[src/rtl/mem_arb_pkg.sv]
// mem_arb_pkg: shared types and helpers for the Memoria arbiter slice.
//   state_e     - arbiter FSM states (IDLE, ISSUE, RWAIT)
//   requester_e - transaction owner (CPU port 0, DMA port 1)
//   cnt_width   - bits needed to hold the values 0..max
package mem_arb_pkg;

   typedef enum logic [1:0] {
      IDLE,
      ISSUE,
      RWAIT
   } state_e;

   typedef enum logic {
      REQ_CPU = 1'b0,
      REQ_DMA = 1'b1
   } requester_e;

   function automatic int unsigned cnt_width(input int unsigned max_val);
      return (max_val < 1) ? 1 : $clog2(max_val + 1);
   endfunction

endpackage

[src/rtl/mem_arb_pick.sv]
// mem_arb_pick: fixed-priority pick with DMA starvation override.
//   cpu_req   in   CPU request
//   dma_req   in   DMA request
//   wait_cnt  in   consecutive DMA losses so far
//   winner    out  requester to grant (CPU by default)
//   wait_next out  wait_cnt value to store if this pick is taken
module mem_arb_pick
   import mem_arb_pkg::*;
#(
   parameter int unsigned MAX_WAIT = 4,
   parameter int unsigned CNT_W    = 3
)(
   input  logic             cpu_req,
   input  logic             dma_req,
   input  logic [CNT_W-1:0] wait_cnt,
   output requester_e       winner,
   output logic [CNT_W-1:0] wait_next
);

   logic starve;

   assign starve = (wait_cnt == CNT_W'(MAX_WAIT));

   always_comb begin
      winner    = REQ_CPU;
      wait_next = wait_cnt;
      if (dma_req && (!cpu_req || starve)) begin
         winner    = REQ_DMA;
         wait_next = '0;
      end else if (dma_req && cpu_req) begin
         // starve is false here, so the count is below MAX_WAIT and cannot overflow
         wait_next = wait_cnt + CNT_W'(1);
      end
   end

endmodule

[src/rtl/mem_arbiter.sv]
// mem_arbiter: shares the single-port Memoria between the CPU path (port 0)
// and a DMA/loader master (port 1), one transaction at a time.
//   Clk, Reset                  clock, async active-high reset
//   cpu_req/wr/addr/wdata       CPU request (held until cpu_gnt)
//   cpu_gnt, cpu_rvalid         one-cycle grant / read-data-valid pulses
//   cpu_rdata                   last CPU read data
//   dma_*                       same set for the DMA port
//   mem_addr/mem_wr/mem_wdata   to Memoria
//   mem_rdata                   from Memoria, valid MEM_LAT cycles after address
//   busy                        high in ISSUE or RWAIT
module mem_arbiter
   import mem_arb_pkg::*;
#(
   parameter int unsigned ADDR_W   = 32,
   parameter int unsigned DATA_W   = 32,
   parameter int unsigned MEM_LAT  = 1,
   parameter int unsigned MAX_WAIT = 4
)(
   input  logic              Clk,
   input  logic              Reset,
   input  logic              cpu_req,
   input  logic              cpu_wr,
   input  logic [ADDR_W-1:0] cpu_addr,
   input  logic [DATA_W-1:0] cpu_wdata,
   output logic              cpu_gnt,
   output logic              cpu_rvalid,
   output logic [DATA_W-1:0] cpu_rdata,
   input  logic              dma_req,
   input  logic              dma_wr,
   input  logic [ADDR_W-1:0] dma_addr,
   input  logic [DATA_W-1:0] dma_wdata,
   output logic              dma_gnt,
   output logic              dma_rvalid,
   output logic [DATA_W-1:0] dma_rdata,
   output logic [ADDR_W-1:0] mem_addr,
   output logic              mem_wr,
   output logic [DATA_W-1:0] mem_wdata,
   input  logic [DATA_W-1:0] mem_rdata,
   output logic              busy
);

   localparam int unsigned CNT_W = cnt_width(MAX_WAIT);
   localparam int unsigned LAT_W = cnt_width(MEM_LAT);

   state_e           state, state_next;
   requester_e       owner;
   requester_e       winner;
   logic             lat_wr;
   logic [CNT_W-1:0] wait_cnt, wait_next;
   logic [LAT_W-1:0] lat_cnt;
   logic             arb;
   logic             capture;

   mem_arb_pick #(
      .MAX_WAIT (MAX_WAIT),
      .CNT_W    (CNT_W)
   ) u_pick (
      .cpu_req   (cpu_req),
      .dma_req   (dma_req),
      .wait_cnt  (wait_cnt),
      .winner    (winner),
      .wait_next (wait_next)
   );

   always_ff @(posedge Clk or posedge Reset) begin
      if (Reset) state <= IDLE;
      else       state <= state_next;
   end

   always_comb begin
      state_next = state;
      arb        = 1'b0;
      capture    = 1'b0;
      case (state)
         IDLE: begin
            if (cpu_req || dma_req) begin
               arb        = 1'b1;
               state_next = ISSUE;
            end
         end
         ISSUE: begin
            if (lat_wr) begin
               state_next = IDLE;
            end else if (MEM_LAT == 1) begin
               capture    = 1'b1;
               state_next = IDLE;
            end else begin
               state_next = RWAIT;
            end
         end
         RWAIT: begin
            if (lat_cnt == LAT_W'(1)) begin
               capture    = 1'b1;
               state_next = IDLE;
            end
         end
         default: state_next = IDLE;
      endcase
   end

   // Request latch: mem_addr/mem_wdata double as the latched request and hold
   // their value outside transactions.
   always_ff @(posedge Clk or posedge Reset) begin
      if (Reset) begin
         owner     <= REQ_CPU;
         lat_wr    <= 1'b0;
         mem_addr  <= '0;
         mem_wdata <= '0;
         wait_cnt  <= '0;
      end else if (arb) begin
         owner    <= winner;
         wait_cnt <= wait_next;
         if (winner == REQ_DMA) begin
            lat_wr    <= dma_wr;
            mem_addr  <= dma_addr;
            mem_wdata <= dma_wdata;
         end else begin
            lat_wr    <= cpu_wr;
            mem_addr  <= cpu_addr;
            mem_wdata <= cpu_wdata;
         end
      end
   end

   always_ff @(posedge Clk or posedge Reset) begin
      if (Reset) begin
         lat_cnt <= '0;
      end else if (state == ISSUE) begin
         lat_cnt <= LAT_W'(MEM_LAT - 1);
      end else if (state == RWAIT) begin
         lat_cnt <= lat_cnt - LAT_W'(1);
      end
   end

   // Read return: rvalid is registered so it lands in the first IDLE cycle
   // after the capture edge; reset kills any read still in flight.
   always_ff @(posedge Clk or posedge Reset) begin
      if (Reset) begin
         cpu_rvalid <= 1'b0;
         dma_rvalid <= 1'b0;
         cpu_rdata  <= '0;
         dma_rdata  <= '0;
      end else begin
         cpu_rvalid <= 1'b0;
         dma_rvalid <= 1'b0;
         if (capture) begin
            if (owner == REQ_DMA) begin
               dma_rdata  <= mem_rdata;
               dma_rvalid <= 1'b1;
            end else begin
               cpu_rdata  <= mem_rdata;
               cpu_rvalid <= 1'b1;
            end
         end
      end
   end

   assign cpu_gnt = (state == ISSUE) && (owner == REQ_CPU);
   assign dma_gnt = (state == ISSUE) && (owner == REQ_DMA);
   assign mem_wr  = (state == ISSUE) && lat_wr;
   assign busy    = (state != IDLE);

endmodule

[config.mk]
export PLATFORM = sky130hd
export DESIGN_NAME = mem_arbiter
export DESIGN_NICKNAME = d
export VERILOG_FILES = /design/src/rtl/mem_arb_pkg.sv /design/src/rtl/mem_arb_pick.sv /design/src/rtl/mem_arbiter.sv
export SDC_FILE = /design/constraint.sdc
export NUM_CORES = 1
export LEC_CHECK = 0
export CAP_MARGIN = 20
export CORE_MARGIN = 2
export CORE_UTILIZATION = 41
export DETAILED_ROUTE_END_ITERATION = 8
export GPL_TIMING_DRIVEN = 0
export MAX_ROUTING_LAYER = met4
export PLACE_DENSITY = 0.87
export SETUP_SLACK_MARGIN = 0.05
export SLEW_MARGIN = 20
export SYNTH_ARGS = -nofsm -noshare
export SYNTH_HDL_FRONTEND = slang
export SYNTH_HIERARCHICAL = 1
export SYNTH_SLANG_ARGS = --single-unit
export TNS_END_PERCENT = 30
[constraint.sdc]
create_clock -name Clk -period 6.7 [get_ports Clk]
set_clock_uncertainty 0.2 [all_clocks]
set_input_delay 1.34 -clock Clk [delete_from_list [all_inputs] [get_ports Clk]]
set_output_delay 1.34 -clock Clk [all_outputs]
set_load 0.005 [all_outputs]
; ---- After elaboration in Yosys (flattened, before gate mapping)
; Index checks and enable logic that the tools add are counted.
[word_totals]
mem_bits_rw = 0
word_cells = 55
reg_bits = 138
romBits = 0
mem_count = 0
latch_bits = 0
[op_classes]
n_div = 0
magnitude_cmp = 0
add_sub_neg = 2
n_bitwise = 1
eq_ne = 5
shifts = 0
mul = 0
reduce_logical = 16
mux = 20
[ops]
columns = cell, n
row1 = $mux 32, 2
row2 = $mux 1, 12
row3 = $reduce_and 2->1, 4
row4 = $mux 3, 2
row5 = $reduce_bool 2->1, 3
row6 = $logic_and 1x1->1, 5
row7 = $mux 2, 2
row8 = $ne 2x2->1 const B, 2
row9 = $pmux 2 s2, 1
row10 = $add 3x1->3 const B, 1
row11 = $eq 3x3->1 const B, 1
row12 = $eq 2x1->1 const B, 1
row13 = $eq 2x2->1 const B, 1
row14 = $logic_not 2->1, 1
row15 = $logic_or 1x1->1, 2
row16 = $pmux 1 s2, 1
row17 = $logic_not 1->1, 1
row18 = $not 1->1, 1
row19 = $sub 1x1->1 const B, 1

; ---- Longest topological paths before layout
[logic_depth]
word_depth = 5
mapped_depth = 8

; ---- Modules after synthesis
; Netlist, hierarchy kept.
[modules_own_cells]
columns = module, n_inst, seq_area_each_um2, cells_per_inst, area_each_um2
row1 = mem_arbiter, 1, 3403.3, 363, 6219.7
row2 = mem_arb_pick, 1, 0.0, 15, 107.6

; ---- Worst setup path after synthesis
; Ideal clock, no wire load.
[synth_timing]
path_type = in2reg
from = input port cpu_req
to = register mem_addr[0]
required_ns = 6.375
path_slack_ns = 3.829
arrival_time_ns = 2.546
path_stages = 6
setup_ns = 0.125
n_path_buf = 2
cell_sequence = a21bo_2 > and2_1 > buf_6 > buf_6 > mux2_4 > mux2_4
[synth_between]
elab_chain_cells = 5
[synth_rtl]
columns = item, line_no
row1 = from (decl), mem_arbiter.sv:21  ; input logic cpu_req,
row2 = $logic_not 1->1, mem_arb_pick.sv:27  ; if (dma_req && (!cpu_req || starve)) begin
row3 = $logic_or 1x1->1, mem_arb_pick.sv:27
row4 = $logic_and 1x1->1, mem_arb_pick.sv:27
row5 = $mux 1, mem_arb_pick.sv:27
row6 = net winner, mem_arbiter.sv:47  ; requester_e winner;
row7 = $mux 32, mem_arbiter.sv:113  ; if (winner == REQ_DMA) begin
row8 = to (signal assigned), mem_arbiter.sv:115  ; mem_addr <= dma_addr;
row9 = to (signal assigned), mem_arbiter.sv:119  ; mem_addr <= cpu_addr;
row10 = to (decl), mem_arbiter.sv:35  ; output logic [ADDR_W-1:0] mem_addr,
; The timed path passes the listed nets, and every way through them passes these cells.
; A chain may end at the register's enable or synchronous reset.

; ---- Worst setup path in the final report
[layout_timing]
from = input port cpu_req
to = register mem_wdata[21]
[layout_between]
elab_chain_cells = 5
[layout_rtl]
columns = item, line_no
row1 = $logic_not 1->1, mem_arb_pick.sv:27
row2 = $logic_or 1x1->1, mem_arb_pick.sv:27
row3 = $logic_and 1x1->1, mem_arb_pick.sv:27
row4 = $mux 1, mem_arb_pick.sv:27
row5 = net winner, mem_arbiter.sv:47
row6 = $mux 32, mem_arbiter.sv:113
row7 = to (signal assigned), mem_arbiter.sv:116  ; mem_wdata <= dma_wdata;
row8 = to (signal assigned), mem_arbiter.sv:120  ; mem_wdata <= cpu_wdata;
row9 = to (decl), mem_arbiter.sv:37  ; output logic [DATA_W-1:0] mem_wdata,
; The timed path passes the listed nets, and every way through them passes these cells.

==> flow_metrics.tcl <==
set metrics [dict create \
    report.power.total_mw 3.52 \
    clock.fmax_mhz 317 \
    area_delta_synth_final_pct 60.9 \
    endpoint_kind "register" \
    outcome "completed" \
    wl_microns 16900 \
    crit_end "mem_wdata[21]" \
    drive_above_1_share 0.327 \
    cts_resized 0 \
    antennaDiodeCount 0 \
    worst-path-buf-inv 3 \
    grt_max_degree 80 \
    hold_class "reg2reg" \
    num_vias 4412 \
    io_buffers 299 \
    synth-seq-cells 136 \
    path_cells "clkdlybuf4s50_1 -> a21bo_2 -> and2_1 -> buf_6 -> buf_6 -> mux2_1 -> mux2_4" \
    die-width_microns 128 \
    cp_top_family "buffers and inverters" \
    ff2ff_setup_slack_ps 4350 \
    ys_types 22 \
    antenna_found_initial 0 \
    drc_errors 0 \
    overflow 0 \
    cts_hold_buffers 0 \
    cts_buffers 17 \
    layout_common_cells "clkdlybuf4s50_1, dfrtp_1, mux2_2" \
    r2r-end "mem_wdata[21]" \
    min_period_ps 3150 \
    grt_pass1_wl_microns 26100 \
    ant_nets 0 \
    path_clk_slew_ps 60 \
    grt_pass1_vias 4951 \
    ys_seq_area_frac 0.538 \
    powerDensity_nw_per_um2 346 \
    synth_area_sq_um 6330 \
    gp_congestion 0.806 \
    wire_per_inst_microns 18.8 \
    yosys_warnings 6 \
    worstSetupStartpointType "input pin" \
    final_common_cell "clkdlybuf4s50_1" \
    clk_latency_ps 410 \
    io_pins 300 \
    syn_avg_cell_area_sq_um 16.7 \
    cp.required_ps 6790 \
    dr.pass1.iters 4 \
    clock-root-buffer "clkbuf_16" \
    hold_viol_final 0 \
    start_util 0.418 \
    core_area_sq_um 15100 \
    drv_slew 0 \
    cts_tree "yes" \
    die_h_microns 128 \
    design.die.area_sq_um 16400 \
    cts_setup_buffers 0 \
    arrival_ps 3240 \
    rsz0062_at_grt "false" \
    cts_buffer_depth 2 \
    maxCapViolCount 0 \
    leakage_nw 4.37 \
    cp-startpoint "cpu_req" \
    path_class "in2reg" \
    row_count 45 \
    syn_inst 378 \
    synth.net_count 546 \
    cp.depth 7 \
    slew-limit-headroom 0.685 \
    hpwl_microns 12800 \
    reg2reg_from "wait_cnt[0]" \
    cpMaxStageDelayCell "clkdlybuf4s50_1" \
    drt_iter0_drc 116 \
    clkSinkCount 136 \
    tightest_slew_ps 472 \
    nFillCells 1026 \
    crit_fanout 10 \
    layout.nets 865 \
    grt_usage 0.214 \
    setup_violations 0 \
    reg2reg_depth 8 \
    max_stage_delay_ps 520 \
    final_util 0.672 \
    finalCritPeriodShare 0.471 \
    avgViaCountPerCell 4.91 \
    htree_levels 4 \
    cp_common_cell "buf_6" \
    ir_drop_mv 0.177 \
]
[cells in the mapped netlist, drive strengths merged]
cell,n,area (sq um)
and2b,1,7.51
nand2,1,3.75
a21bo,1,10.0
a311o,1,10.0
and2,3,18.8
mux2,198,2530
dfrtp,136,3400
nor2,1,3.75
nand2b,2,12.5
nand3b,1,11.3
nor3b,1,18.8
and4b,1,10.0
o21ai,1,5.00
ha,2,25.0
nor2b,1,6.26
inv,4,15.0
o21ba,1,10.0
o22ai,1,6.26
buf,21,224
[metrics by stage]
step	cells	hold WS [ps]	cell area, sq um	setup TNS (ps)	setup WS (ps)
after global routing	898	314	10200	0	3480
after CTS	898	295	10200	0	3540
after floorplan	378	283	6330	0	1520
final	898	290	10200	0	3550
after global placement	865	268	9560	-18830	-145
after detailed placement	866	280	9590	0	3130
[registers in the layout, indices dropped and copies added, names as in the netlist]
name / cells
owner: 1
mem_wdata: 32
dma_rvalid: 1
mem_addr: 32
state: 1
lat_wr: 1
cpu_rvalid: 1
cpu_rdata: 32
wait_cnt: 3
dma_rdata: 32
[how the worst min path moves through the flow]
stage | to | from | slack [ps] | depth (start not counted)
2_1_floorplan | cpu_rdata[4] | cpu_rdata[4] | 280 | 1
3_5_place_dp | mem_addr[17] | mem_addr[17] | 280 | 1
4_1_cts | mem_addr[17] | mem_addr[17] | 290 | 1
6_report | mem_addr[17] | mem_addr[17] | 290 | 1
3_3_place_gp | mem_wdata[31] | mem_wdata[31] | 270 | 1
5_1_grt | mem_addr[17] | mem_addr[17] | 310 | 1
[per-layer routing]
metal | vias to the layer above | share of wire | GRT usage | routed length [microns]
met5 | - | 0 | - | 0
met4 | 0 | 0.035 | 0.0950 | 592
met3 | 46 | 0.061 | 0.0501 | 1030
met2 | 200 | 0.51 | 0.367 | 8630
met1 | 2165 | 0.39 | 0.238 | 6670
li1 | 2001 | - | - | -
[power breakdown]
part,switching (mW),internal (mW),total [mW],leakage (nW)
Combinational,0.385,0.925,1.31,2.49
Sequential,0.168,1.12,1.28,1.60
Clock,0.363,0.562,0.925,0.281
Total,0.915,2.60,3.52,4.37
[cells by family after synthesis]
logic type      Yosys count  synth area share
compound gates            5           0.00653
buf+inv                  25            0.0378
simple gates             12            0.0146
flops                   136             0.538
fa+ha+maj                 2           0.00395
mux                     198             0.399
[final cells by class]
type                            instances  area (sq um)  share of cell area
Buffer                                 21           224              0.0220
Clock buffer                           19           443              0.0435
Inverter                                4          22.5             0.00221
Tap cell                              188           235              0.0231
Sequential cell                       136          3400               0.334
Multi-Input combinational cell        217          2690               0.264
Timing Repair Buffer                  300          3020               0.297
Clock inverter                         13           145              0.0143
Power figures use the tool's default switching activity.
